===== src/rtl/scs8hd_orsync_stretch.sv =====
// OR3B-style request merge (A | B | ~CN), synchronized into CLK, edge-detected and
// served as a registered request X with a minimum width, acknowledge hold-off and one pending slot.
module scs8hd_orsync_stretch #(
    parameter int SYNC_STAGES = 2,
    parameter int STRETCH     = 4,
    parameter int CNT_W       = 4
) (
    input  logic       CLK,
    input  logic       RESETB,
    input  logic       A,
    input  logic       B,
    input  logic       CN,
    input  logic       ACK,
    output logic       X,
    output logic       BUSY,
    output logic       OVF,
    output logic [1:0] STATE_DBG
);

    typedef enum logic [1:0] {
        ST_IDLE     = 2'd0,
        ST_ASSERT   = 2'd1,
        ST_WAIT_ACK = 2'd2,
        ST_GAP      = 2'd3
    } state_t;

    localparam logic [CNT_W-1:0] CNT_LOAD = CNT_W'(STRETCH - 1);

    logic                   m;
    logic [SYNC_STAGES-1:0] sync_q;
    logic                   s_d_q;
    logic                   rise;

    state_t                 state_q, state_d;
    logic [CNT_W-1:0]       cnt_q, cnt_d;
    logic                   pending_q, pending_d;
    logic                   ack_seen_q, ack_seen_d;
    logic                   ovf_q, ovf_d;
    logic                   x_q, x_d;
    logic                   busy_q, busy_d;
    logic                   pend_now;

    assign m = A | B | ~CN;

    always_ff @(posedge CLK or negedge RESETB) begin
        if (!RESETB) begin
            sync_q <= '0;
            s_d_q  <= 1'b0;
        end else begin
            sync_q <= {sync_q[SYNC_STAGES-2:0], m};
            s_d_q  <= sync_q[SYNC_STAGES-1];
        end
    end

    assign rise = sync_q[SYNC_STAGES-1] & ~s_d_q;

    // State register; X and BUSY are registered copies of next-state decodes.
    always_ff @(posedge CLK or negedge RESETB) begin
        if (!RESETB) begin
            state_q    <= ST_IDLE;
            cnt_q      <= '0;
            pending_q  <= 1'b0;
            ack_seen_q <= 1'b0;
            ovf_q      <= 1'b0;
            x_q        <= 1'b0;
            busy_q     <= 1'b0;
        end else begin
            state_q    <= state_d;
            cnt_q      <= cnt_d;
            pending_q  <= pending_d;
            ack_seen_q <= ack_seen_d;
            ovf_q      <= ovf_d;
            x_q        <= x_d;
            busy_q     <= busy_d;
        end
    end

    // A rise arriving on the very edge ASSERT/WAIT_ACK exits still routes through GAP,
    // otherwise it would be latched as pending while the FSM sits in IDLE.
    assign pend_now = pending_q | rise;

    always_comb begin
        state_d    = state_q;
        cnt_d      = cnt_q;
        pending_d  = pending_q;
        ack_seen_d = ack_seen_q;
        ovf_d      = ovf_q;
        case (state_q)
            ST_IDLE: begin
                if (rise) begin
                    state_d = ST_ASSERT;
                    cnt_d   = CNT_LOAD;
                end
            end
            ST_ASSERT: begin
                if (cnt_q != '0) begin
                    cnt_d = cnt_q - 1'b1;
                    if (ACK) begin
                        ack_seen_d = 1'b1;
                    end
                end else if (ack_seen_q | ACK) begin
                    state_d    = pend_now ? ST_GAP : ST_IDLE;
                    ack_seen_d = 1'b0;
                end else begin
                    state_d = ST_WAIT_ACK;
                end
            end
            ST_WAIT_ACK: begin
                if (ACK) begin
                    state_d    = pend_now ? ST_GAP : ST_IDLE;
                    ack_seen_d = 1'b0;
                end
            end
            ST_GAP: begin
                state_d   = ST_ASSERT;
                cnt_d     = CNT_LOAD;
                pending_d = 1'b0;
            end
            default: begin
                state_d = ST_IDLE;
            end
        endcase
        if (rise && (state_q != ST_IDLE)) begin
            if (pending_q) begin
                ovf_d = 1'b1;
            end else begin
                pending_d = 1'b1;
            end
        end
    end

    always_comb begin
        x_d    = (state_d == ST_ASSERT) || (state_d == ST_WAIT_ACK);
        busy_d = (state_d != ST_IDLE) || pending_d;
    end

    assign X         = x_q;
    assign BUSY      = busy_q;
    assign OVF       = ovf_q;
    assign STATE_DBG = state_q;

endmodule


===== config.mk =====
export PLATFORM = sky130hd
export DESIGN_NAME = scs8hd_orsync_stretch
export DESIGN_NICKNAME = d
export VERILOG_FILES = /design/src/rtl/scs8hd_orsync_stretch.sv
export SDC_FILE = /design/constraint.sdc
export NUM_CORES = 1
export LEC_CHECK = 0
export CAP_MARGIN = 20
export CORE_AREA = 2 2 46 48
export DETAILED_ROUTE_END_ITERATION = 16
export DIE_AREA = 0 0 48 50
export PLACE_DENSITY_LB_ADDON = 0.08
export SYNTH_ARGS = -nofsm -noshare
export SYNTH_HDL_FRONTEND = slang
export SYNTH_SLANG_ARGS = --single-unit

===== constraint.sdc =====
create_clock -name CLK -period 2.6 [get_ports CLK]
set_input_delay 0.26 -clock CLK [delete_from_list [all_inputs] [get_ports CLK]]
set_output_delay 0.26 -clock CLK [all_outputs]
set_load 0.01 [all_outputs]

==> reports/qor.yml <==
drive_gt1_share_pct: 12.4
multiInputGateArea_um2: 440
cts_tree: "done"
via_per_inst: 5.37
final_area_um2: 980
fin_nets: 103
whs_ns: 0.361
worstPathCellList: "inv_1 -> ha_1 -> nor3b_4 -> o21ai_2 -> o31a_1 -> o21ai_1 -> ha_1 -> o311ai_0"
status: "finished clean"
gp_congestion: 0.779
cpLargestDelayFamily: "compound AO/OA/AOI/OAI gates"
yosysWarnings: 0
post_cts_resized: 0
worstPathRequired_ns: 2.74
drc: 0
num_io_pins: 11
hp-class: "primary input to async pin"
cts_made_buffers: 3
use_met3_pct: 5.13
regArea_um2: 350
cp-startpoint: "cnt_q[0]"
root_buffer: "clkbuf_4"
synth-edff-count: 0
power.leakage_nw: 0.437
met1_usage_pct: 22.0
antennaDiodeCount: 0
nFillCells: 187
synth_fp_nets: 89
die_area_um2: 2400
p_sw_mw: 0.439
ys_seq_elements: 14
report.final.hold_viol_count: 0
ys_top_cells_by_area: "dfrtp_1 (43%), ha_1 (11%), nand2b_1 (3.1%)"
ir_drop_v: 0.000515
clock_skew_ns: 0.00482
worstSetupEndpointType: "register"
p_sw_share_pct: 39.8
htree_levels: 1
dp_hpwl_mm: 1.17
detail-route-antenna-nets: 0
grt_pass1_wl_mm: 2.68
top_usage_layer: "met2"
cp_common_cell: "ha_1"
crit_type: "register to register"
cts_hold_buffers: 0
p_clk_share_pct: 14.5
max_freq_ghz: 0.498
async_reset_ff_share_pct: 100
grt.overflow.total: 0
cts_setup_buffers: 0
min_period_over_period_pct: 77.2
syn_area_um2: 817
area_delta_synth_final_pct: 19.9
drtIter0Drc: 8
synth_common_cells: "dfrtp_1 (14), ha_1 (7), inv_1 (5), nor2_1 (5)"
maxCapViolCount: 0
syn_inst: 76
grt_pass1_vias: 581
combPwrFrac_pct: 51.2
crit_fanout: 8
final.setup.tns_ns: 0
slew_viol_final: 0
p_seq_share_pct: 34.2
ys_seq_area_share_pct: 42.9
start_kind: "register"
fin_cells: 116
totalPowerFinal_mw: 1.10
met2_usage_pct: 23.3
critical_path.max_stage_delay_ns: 0.43
initial_core_util_pct: 43.0
postRouteWirelength_mm: 1.64
rows: 16
synth_top_area_share_pct: 42.9
placed_cells: 112
wl_per_cell_um: 14.1
drt-pass1-iter-count: 4
synthFlopType: "dfrtp_1"
yosysTopAreaCell: "dfrtp_1"
fin_util_pct: 51.5
grt_setup_unrepaired: "no"
clockBufferDepth: 2
grt_usage_pct: 16.5
clkTransAtPathRegs_ns: 0.09
vias: 623
clk_latency_ns: 0.29
worst_slew_pin_slew_ns: 0.642
relSlewSlack_pct: 57.0
port_buffers: 10
core_um2: 1900
crit_slowest_cell: "dfrtp_1"
pwr_density_cell_nw_per_um2: 1130
critPathBufInv: 1
fin_crit_ns: 2.01
place_area_um2: 943
syn_area_per_cell_um2: 10.8
die_y_um: 50
fp.dieW_um: 48
grt_max_degree: 15
p_int_mw: 0.663
arrival_ns: 2.15
fin_ws_ns: 0.592
cts.sinks: 14
ys_types: 35
setup_viol: 0
post-place-ws_ns: 0.488
yosysMostFrequentCell: "dfrtp_1"
antenna_found_initial: 0
timing.rr.start: "cnt_q[0]"
==> path summary, 6_finish.rpt <==
check                                  to  cells after the start  slack (ns)
worst max register to register       BUSY                      8        0.59
max in group asynchronous               X                      1        1.82
worst max-delay path                 BUSY                      8        0.59
worst min-delay path             cnt_q[2]                      1        0.36
worst min register to register  sync_q[1]                      0        0.37
min in group CLK                sync_q[1]                      0        0.37
==> cell families (layout without fill, tap and decap cells) <==
logic type	Yosys count	count (layout)	synth area share, %
adder cells (fa/ha/maj)	7	7	10.7
AND/OR/NAND/NOR	22	22	15.9
AO/OA/AOI/OAI	26	26	25.4
flip-flops	14	14	42.9
buffers and inverters	6	19	3.22
multiplexers	1	1	1.84
==> cell usage in the layout, fill, tap and decap left out, drive strengths merged, types with 3 or more instances in the layout <==
| cell | instances |
|---|---|
| nor2 | 5 |
| a22o | 3 |
| clkdlybuf4s50 | 10 |
| nand2b | 4 |
| a21oi | 3 |
| inv | 5 |
| nor2b | 4 |
| ha | 7 |
| a21o | 3 |
| clkbuf | 4 |
| dfrtp | 14 |
| nand2 | 4 |
| o21ai | 4 |
==> worst reg2reg max path, cell delays in order, from the launching register on <==
cell      delay (ns)
dfrtp_1         0.43
inv_1           0.13
ha_1            0.16
nor3b_4         0.36
o21ai_2         0.12
o31a_1          0.26
o21ai_1         0.13
ha_1            0.15
o311ai_0        0.13
==> per-layer routing <==
layer  vias to the layer above  routed length (um)
met3                         4                  58
met1                       307                 773
met5                         -                   0
met2                         8                 767
met4                         0                  37
li1                        304                   -
==> state kept, by name (all words and copies together), names as in the netlist <==
signal,flops
sync_q,2
STATE_DBG,2
cnt_q,4
ack_seen_q,1
X,1
OVF,1
BUSY,1
pending_q,1
s_d_q,1
==> power by group through the flow <==
| stage | Combinational (mW) | Clock [mW] | Sequential (mW) |
|---|---|---|---|
| floorplan | 0.395 | 0 | 0.379 |
| CTS | 0.573 | 0.168 | 0.378 |
| global placement | 0.558 | 0 | 0.384 |
| detailed placement | 0.571 | 0 | 0.382 |
| finish | 0.565 | 0.160 | 0.377 |
| global route | 0.633 | 0.180 | 0.388 |
==> area by class of cell <==
type / count / area share (%)
inverter: 5 / 1.92
tap: 27 / 3.45
sequential: 14 / 35.8
clock buffer: 4 / 3.70
multi-input combinational: 56 / 45.0
timing repair buffer: 10 / 10.2
No activity file was read; power rests on OpenSTA's default activity.
